File: src/rtl/otter_clk_pkg.sv
// rtl/otter_clk_pkg.sv - shared states and mode encodings for the OTTER clock/reset controller
package otter_clk_pkg;

    typedef enum logic [1:0] {
        S_RESET = 2'd0,
        S_RUN   = 2'd1,
        S_HALT  = 2'd2,
        S_STEP  = 2'd3
    } clk_state_t;

    localparam logic [1:0] MODE_RUN  = 2'b00;
    localparam logic [1:0] MODE_HALT = 2'b01;
    localparam logic [1:0] MODE_STEP = 2'b10;

endpackage

File: src/rtl/clk_en_div.sv
// rtl/clk_en_div.sv - one tick-gated clock-enable divider channel
module clk_en_div #(
    parameter int DIV_W = 8
) (
    input  logic             CLK,
    input  logic             RST,
    input  logic             SRST,
    input  logic             TICK,
    input  logic [DIV_W-1:0] DIV,
    output logic             CE
);

    logic [DIV_W-1:0] cnt_q, cnt_d;
    logic             ce_q, ce_d;

    // The >= compare lets a lowered DIV fire on the next tick instead of wrapping the counter.
    always_comb begin
        cnt_d = cnt_q;
        ce_d  = 1'b0;
        if (SRST) begin
            cnt_d = '0;
        end else if (TICK) begin
            if (cnt_q >= DIV) begin
                cnt_d = '0;
                ce_d  = 1'b1;
            end else begin
                cnt_d = cnt_q + DIV_W'(1);
            end
        end
    end

    always_ff @(posedge CLK or posedge RST) begin
        if (RST) begin
            cnt_q <= '0;
            ce_q  <= 1'b0;
        end else begin
            cnt_q <= cnt_d;
            ce_q  <= ce_d;
        end
    end

    assign CE = ce_q;

endmodule

File: src/rtl/otter_clk_rst_ctrl.sv
// rtl/otter_clk_rst_ctrl.sv - MCU reset sequencer, run/halt/step FSM, cycle counter and CE dividers
module otter_clk_rst_ctrl
    import otter_clk_pkg::*;
#(
    parameter int N_CH         = 4,
    parameter int DIV_W        = 8,
    parameter int RESET_CYCLES = 16,
    parameter int CNT_W        = 32
) (
    input  logic                  CLK,
    input  logic                  RST,
    input  logic                  SRST,
    input  logic [1:0]            MODE,
    input  logic                  STEP,
    input  logic [N_CH*DIV_W-1:0] DIV,
    output logic                  MCU_RST,
    output logic [N_CH-1:0]       CE,
    output logic                  HALTED,
    output logic [CNT_W-1:0]      CYCLE_CNT
);

    localparam int RC_W = (RESET_CYCLES > 1) ? $clog2(RESET_CYCLES) : 1;

    clk_state_t       state_q, state_d;
    logic [RC_W-1:0]  rst_cnt_q, rst_cnt_d;
    logic             mcu_rst_q, mcu_rst_d;
    logic             halted_q, halted_d;
    logic             step_q, step_d;
    logic [CNT_W-1:0] cyc_cnt_q, cyc_cnt_d;
    logic             tick;

    assign tick = (state_q == S_RUN) || (state_q == S_STEP);

    always_comb begin
        state_d   = state_q;
        rst_cnt_d = rst_cnt_q;
        mcu_rst_d = mcu_rst_q;
        step_d    = STEP;
        cyc_cnt_d = tick ? cyc_cnt_q + CNT_W'(1) : cyc_cnt_q;
        if (SRST) begin
            state_d   = S_RESET;
            rst_cnt_d = '0;
            mcu_rst_d = 1'b1;
            cyc_cnt_d = '0;
        end else begin
            unique case (state_q)
                S_RESET: begin
                    rst_cnt_d = rst_cnt_q + RC_W'(1);
                    if (rst_cnt_q == RC_W'(RESET_CYCLES - 1)) begin
                        mcu_rst_d = 1'b0;
                        state_d   = (MODE == MODE_RUN) ? S_RUN : S_HALT;
                    end
                end
                S_RUN: begin
                    if (MODE != MODE_RUN) state_d = S_HALT;
                end
                // Only the step-enable mode accepts STEP; halt and reserved modes ignore it.
                S_HALT: begin
                    if (MODE == MODE_RUN)
                        state_d = S_RUN;
                    else if (MODE == MODE_STEP && STEP && !step_q)
                        state_d = S_STEP;
                end
                S_STEP: begin
                    state_d = (MODE == MODE_RUN) ? S_RUN : S_HALT;
                end
                default: state_d = S_RESET;
            endcase
        end
        halted_d = (state_d == S_HALT);
    end

    always_ff @(posedge CLK or posedge RST) begin
        if (RST) begin
            state_q   <= S_RESET;
            rst_cnt_q <= '0;
            mcu_rst_q <= 1'b1;
            halted_q  <= 1'b0;
            step_q    <= 1'b0;
            cyc_cnt_q <= '0;
        end else begin
            state_q   <= state_d;
            rst_cnt_q <= rst_cnt_d;
            mcu_rst_q <= mcu_rst_d;
            halted_q  <= halted_d;
            step_q    <= step_d;
            cyc_cnt_q <= cyc_cnt_d;
        end
    end

    for (genvar i = 0; i < N_CH; i++) begin : g_div
        clk_en_div #(.DIV_W(DIV_W)) u_div (
            .CLK  (CLK),
            .RST  (RST),
            .SRST (SRST),
            .TICK (tick),
            .DIV  (DIV[i*DIV_W +: DIV_W]),
            .CE   (CE[i])
        );
    end

    assign MCU_RST   = mcu_rst_q;
    assign HALTED    = halted_q;
    assign CYCLE_CNT = cyc_cnt_q;

endmodule

File: config.mk
export PLATFORM = sky130hd
export DESIGN_NAME = otter_clk_rst_ctrl
export DESIGN_NICKNAME = d
export VERILOG_FILES = /design/src/rtl/otter_clk_pkg.sv /design/src/rtl/clk_en_div.sv /design/src/rtl/otter_clk_rst_ctrl.sv
export SDC_FILE = /design/constraint.sdc
export NUM_CORES = 1
export LEC_CHECK = 0
export ABC_CLOCK_PERIOD_IN_PS = 7500
export CAP_MARGIN = 20
export CORE_MARGIN = 2
export CORE_UTILIZATION = 45
export DETAILED_ROUTE_END_ITERATION = 6
export MAX_ROUTING_LAYER = met4
export PLACE_DENSITY = 0.69
export SLEW_MARGIN = 0
export SYNTH_ARGS = -nofsm -noshare
export SYNTH_HDL_FRONTEND = slang
export SYNTH_SLANG_ARGS = --single-unit
File: constraint.sdc
create_clock -name CLK -period 7.5 [get_ports CLK]
set_input_delay 1.875 -clock CLK [delete_from_list [all_inputs] [get_ports CLK]]
set_output_delay 1.875 -clock CLK [all_outputs]
set_load 0.03 [all_outputs]
==> impl_metrics.toml, run 1 <==
[sta]
finalHoldViolCount = 0
setup_violations = 0
rsz0062_at_grt = "no"
setup_ws_ns = 3.690
final_max_slew_viol_count = 0
clock-skew-final_ns = 0.008366
timing.fmax_mhz = 262.5
period_share = 0.5080
worstMarginPinSlew_ns = 0.9440
holdWs_ns = 0.4944
fin_tns_setup_ns = 0
relSlewSlack = 0.3707
min_period_ns = 3.810

[floorplan]
dieArea_um2 = 11190
die_h_um = 105.8
coreArea_um2 = 10180
num_rows = 37
die_x_um = 105.8
start_util = 0.4577
ios = 76

[clock_tree]
cts_sinks = 77
h-tree-depth = 3
cts_setup_buffers = 0
root_buffer = "clkbuf_8"
cts_buffers = 9
postCtsHoldBufs = 0
clockBufferDepth = 2
cts.clk_slew.worst_paths_ns = 0.08
cts_resized = 0
cts_tree = "built"
insertion_delay_ns = 0.33

[placement]
place_inst = 705
place_hpwl_um = 7099
port_buffers = 75
place_ws_ns = 3.341
place.gp.congestion = 0.7898

[pwr]
cellLeakagePower_nw = 2.600
irDropWorstVdd_mv = 0.07958
switching_share = 0.2301
power_frac_comb = 0.102
finalPower_mw = 0.8746
seq_power_share = 0.499
p_int_mw = 0.6733
p_clk_frac = 0.399
powerDensity_nw_per_um2 = 153.0
switchingPower_mw = 0.2012

[layout]
nets = 656
diodes = 0
layout-drive-gt1-share = 0.04957
instances_no_fill = 721
fillers = 927
area_delta_synth_final_pct = 22.60

[logic_synthesis]
synth.yosys.seq_area_share = 0.4136
synth_cell_types = 51
synth_top_flop_cell = "dfrtp_1"
yosysTopAreaCell = "dfrtp_1"
synth.area.top_cells = "dfrtp_1 (41%), ha_1 (10%), xor2_1 (5.4%), nor2_1 (4.9%), nand3_1 (4.0%)"
synth_fp_nets = 588
netlist.area_leader.share = 0.4079
synth-edff-count = 0
syn_area_per_cell_um2 = 9.105
yosysWarnings = 0
ys_ff_latch = 77
netlist_instances = 512
syn_area_um2 = 4662
synthArstFlopShare = 1.000

[min_path]
hold_start = "MCU_RST$_DFFE_PP1P_"
hold_path.class = "reg -> reg"
holdPathEnd = "MCU_RST$_DFFE_PP1P_"
hold_depth = 2

[worst_setup_path]
max_stage_delay_ns = 0.64
endpoint_kind = "flip-flop"
r2r_cells = 6
crit_type = "in -> reg"
crit_chain = "clkdlybuf4s50_1, inv_1, ha_1, nor4_1, o21ai_0, a21oi_1, o211ai_1, a31oi_1"
startpoint_type = "input port"
required_ns = 7.75
rr_endpoint = "g_div[2].u_div.cnt_q[7]$_DFFE_PP0P_"
cp_slowest_cell = "a21oi_1"
cp_max_fo = 11
r2r-start = "g_div[2].u_div.cnt_q[7]$_DFFE_PP0P_"
worstPathArrival_ns = 4.06
r2r_slack_ns = 5.27

[run]
drv_cap = 0

[drt]
vias = 3941
ant_nets = 0
wl_per_cell_um = 14.01
drt_iter0_markers = 165
dr.pass1.iters = 4
drc = 0
routed_wl_um = 10100
routed_via_density = 5.466

[grt]
overflow = 0
antenna_found_initial = 0
globalRouteMet3Util = 0.02721
grt_pass1_wl_um = 17660
first_global_vias = 3916
grt_use_met2 = 0.3304
grt_max_degree = 78
use_met1 = 0.2506
busiest_layer = "met2"
track_usage = 0.1970

[run_status]
status = "completed"
area by class of cell:
type / count / area, µm² / area share
clock buffers: 12 / 155.1 / 0.02715
well taps: 136 / 170.2 / 0.02977
inverters: 38 / 142.6 / 0.02496
flip-flops and latches: 77 / 1928 / 0.3373
multi-input cells: 376 / 2481 / 0.4341
repair buffers: 78 / 768.2 / 0.1344
clock inverters: 4 / 70.07 / 0.01226
metal layers:
metal / part of all wire / up-vias
met2: 0.49 / 85
met4: 0.0081 / 0
met1: 0.46 / 1899
li1: - / 1951
met5: 0 / -
met3: 0.040 / 6
synthesized netlist by cell type, types with 2 or more instances:
cell type,n
o21ai_0,19
nor3_1,14
buf_1,5
inv_1,37
or2_2,2
a32o_1,4
nand3_1,37
a41o_1,2
clkbuf_1,5
xor2_1,29
nand2_1,37
mux2i_1,4
a31oi_1,8
xnor2_1,3
buf_4,7
a22oi_1,6
and4_1,3
dfrtp_1,76
nand4_1,17
nor2_1,61
nor3b_1,4
nand2b_1,7
nor2b_1,3
ha_1,38
or3_1,3
mux2_2,2
or4_1,2
o21a_1,3
buf_2,4
a41oi_1,3
a211oi_1,5
o32a_1,2
nor4_1,4
and2_1,3
o211ai_1,5
a21oi_1,20
and3_1,8
a21o_1,7
cells by family (layout without fill, tap and decap cells):
group,count (synthesis),after routing,synth area share
AND/OR/NAND/NOR,211,211,0.2289
AO/OA/AOI/OAI,89,89,0.1278
flip-flops,77,77,0.4136
buffers and inverters,59,132,0.05421
adder cells (fa/ha/maj),38,38,0.1020
XOR/XNOR,32,32,0.06012
multiplexers,6,6,0.01342
how the worst max path moves through the flow:
stage	to	slack, ns	from
after floorplan	CYCLE_CNT[0]$_DFFE_PP0P_	3.66	RST
after CTS	g_div[2].u_div.cnt_q[7]$_DFFE_PP0P_	3.72	DIV[23]
after detailed placement	g_div[2].u_div.cnt_q[7]$_DFFE_PP0P_	3.34	DIV[23]
final	g_div[2].u_div.cnt_q[7]$_DFFE_PP0P_	3.69	DIV[23]
after global placement	CYCLE_CNT[14]$_DFFE_PP0P_	3.46	SRST
after global routing	g_div[1].u_div.cnt_q[3]$_DFFE_PP0P_	3.46	DIV[14]
power by group through the flow:
stage               registers (mW)  clock network (mW)  logic, mW
floorplan                    0.441                   0     0.0586
global placement             0.444                   0     0.0867
detailed placement           0.444                   0     0.0908
CTS                          0.436               0.356     0.0910
global route                 0.438               0.374      0.103
finish                       0.437               0.349     0.0889
sequential cells by signal, summed over array words and instances (netlist names):
name,cells
g_div.u_div.CE,4
HALTED,1
CYCLE_CNT,32
g_div.u_div.cnt_q,32
state_q,2
MCU_RST,1
step_q,1
rst_cnt_q,4
through the flow:
step | util | instance area, µm²
after floorplan | - | 4662
final | 0.5612 | 5715
after global placement | 0.5391 | 5490
after CTS | 0.5612 | 5715
after global routing | 0.5612 | 5715
after detailed placement | 0.5391 | 5490
placed cells by master (no fill, tap or decap), drive strengths merged, types with 7 or more instances in the layout:
cell type	n
xor2	29
clkdlybuf4s50	74
dfrtp	76
nand2b	7
a21oi	20
nor3	14
clkbuf	12
and3	8
inv	37
nor2	61
ha	38
nand2	37
a21o	7
nand3	38
o21ai	19
a31oi	8
nand4	18
critical path, delay by kind of cell:
kind | cells | cell delay, ns
buffers and inverters | 2 | 0.49
adder cells (fa/ha/maj) | 1 | 0.22
AND/OR/NAND/NOR | 1 | 0.30
AO/OA/AOI/OAI | 4 | 1.17
Note: power is estimated with default switching activity, not from simulation.
==> inputs of run 2 (changes only) <==
Settings changed: ABC_CLOCK_PERIOD_IN_PS 7500 to 3200, PLACE_DENSITY 0.69 to 0.72.
Clock period 7.5 ns to 3.2 ns, I/O delays scaled along.
==> run 2 against run 1 <==
Compared with the run above: hold slack about the same; clock skew up 0.0029 ns; first-iteration DRC count up 14%; non-clock buffer count up 6; highest routed layer unchanged; register-to-register slack worse by 4.4 ns; sequential power up 130%; die area unchanged; wire length up 2.6%; via count up 0.81%; flip-flop and latch count unchanged.
==> impl_metrics.toml, run 2 (same netlist as run 1, synthesis figures left out) <==
[placement]
post_dp_cell_area_um2 = 5548
port_buffers = 75
place.gp.congestion = 0.7781
place_hpwl_um = 7518

[clock_tree]
cts_setup_buffers = 0
clockBufferDepth = 2
insertion_delay_ns = 0.35
cts_sinks = 77
h-tree-depth = 3
cts_buffers = 9
root_buffer = "clkbuf_8"
cts_tree = "built"
cts_resized = 0
postCtsHoldBufs = 0
cts.clk_slew.worst_paths_ns = 0.08

[sta]
timing.fmax_mhz = 375.1
rsz0062_at_grt = "no"
setup_violations = 0
fin_tns_setup_ns = 0
finalHoldViolCount = 0
worstMarginPinSlew_ns = 0.8188
min_period_ns = 2.666
final_max_slew_viol_count = 0
holdWs_ns = 0.4944
period_share = 0.8331
relSlewSlack = 0.4534
clock-skew-final_ns = 0.01129

[grt]
grt_max_degree = 41
overflow = 0
antenna_found_initial = 0
track_usage = 0.2018
first_global_vias = 3938
grt_pass1_wl_um = 17970

[floorplan]
dieArea_um2 = 11190
num_rows = 37
start_util = 0.4577
ios = 76
die_h_um = 105.8
die_x_um = 105.8
coreArea_um2 = 10180

[worst_setup_path]
rr_endpoint = "g_div[2].u_div.cnt_q[5]$_DFFE_PP0P_"
cp_max_fo = 12
startpoint_type = "input port"
r2r-start = "state_q[0]$_DFF_PP0_"
worstPathArrival_ns = 2.93
r2r_cells = 7
endpoint_kind = "flip-flop"
crit_type = "in -> reg"
r2r_slack_ns = 0.92
required_ns = 3.47

[pwr]
cellLeakagePower_nw = 2.634
irDropWorstVdd_mv = 0.2008
powerDensity_nw_per_um2 = 358.2

[layout]
layout-drive-gt1-share = 0.06091
final_area_um2 = 5782
post-route-util = 0.5677
diodes = 0
nets = 662
area_delta_synth_final_pct = 24.02
regArea_um2 = 1928
layout_common_cells = "dfrtp_1 (76), clkdlybuf4s50_1 (74), nor2_1 (61)"
multiInputGateArea_um2 = 2481
fillers = 905
final_common_cell = "dfrtp_1"

[run_status]
status = "completed"

[drt]
ant_nets = 0
wl_per_cell_um = 14.25
vias = 3973
routed_via_density = 5.465
routed_wl_um = 10360
drc = 0
dr.pass1.iters = 5
drt_iter0_markers = 188

[run]
drv_cap = 0

[min_path]
hold_path.class = "reg -> reg"
hold_start = "MCU_RST$_DFFE_PP1P_"
holdPathEnd = "MCU_RST$_DFFE_PP1P_"
hold_depth = 2
[run 2: cell count changes in the layout (fill, tap and decap cells not counted)]
cell / before / now
clkbuf_1: 1 / 0
clkinv_4: 0 / 2
buf_4: 3 / 8
buf_12: 0 / 1
clkinv_2: 2 / 1
[run 2: layout make-up]
type | instances | area share
Tap cell | 136 | 0.02943
Timing Repair Buffer | 84 | 0.1428
Clock buffer | 11 | 0.02618
Clock inverter | 5 | 0.01428
Multi-Input combinational cell | 376 | 0.4291
Sequential cell | 77 | 0.3335
Inverter | 38 | 0.02467
[run 2: through the flow]
step / std cells / worst slack (ns) / power (mW)
floorplan: 512 / 0.4350 / 1.171
global placement: 711 / 0.2746 / 1.249
detailed placement: 711 / 0.1992 / 1.260
CTS: 727 / 0.5714 / 2.099
global route: 727 / 0.4404 / 2.173
finish: 727 / 0.5342 / 2.071
[run 2: worst max-delay path by stage]
stage | to | startpoint | slack (ns) | cells past startpoint
floorplan | CYCLE_CNT[0]$_DFFE_PP0P_ | RST | 0.43 | 1
global placement | g_div[3].u_div.cnt_q[7]$_DFFE_PP0P_ | DIV[26] | 0.27 | 8
detailed placement | g_div[3].u_div.cnt_q[7]$_DFFE_PP0P_ | DIV[26] | 0.20 | 8
CTS | g_div[3].u_div.cnt_q[7]$_DFFE_PP0P_ | DIV[26] | 0.57 | 8
global route | g_div[0].u_div.cnt_q[4]$_DFFE_PP0P_ | DIV[1] | 0.44 | 8
finish | g_div[3].u_div.cnt_q[7]$_DFFE_PP0P_ | DIV[26] | 0.53 | 8
[run 2: worst max-delay path, stage by stage]
cell             delay (ns)
clkdlybuf4s50_1        0.46
inv_1                  0.04
ha_1                   0.20
or4_1                  0.50
a21oi_1                0.13
o32a_1                 0.45
o211ai_1               0.15
a31oi_1                0.20
[run 2: layer usage]
layer | up-vias | share of wire | wire [µm] | global-route usage
met4 | 0 | 0.016 | 167 | 0.06861
met3 | 12 | 0.050 | 513 | 0.03649
met1 | 1898 | 0.45 | 4623 | 0.2559
met2 | 92 | 0.49 | 5057 | 0.3272
li1 | 1971 | - | - | -
met5 | - | 0 | 0 | -
[run 2: power breakdown]
group	total [mW]	switching (mW)	internal (mW)	leakage, nW
clock network	0.832	0.349	0.483	0.120
logic	0.216	0.107	0.109	1.45
registers	1.02	0.0302	0.993	1.06
total	2.07	0.486	1.58	2.63
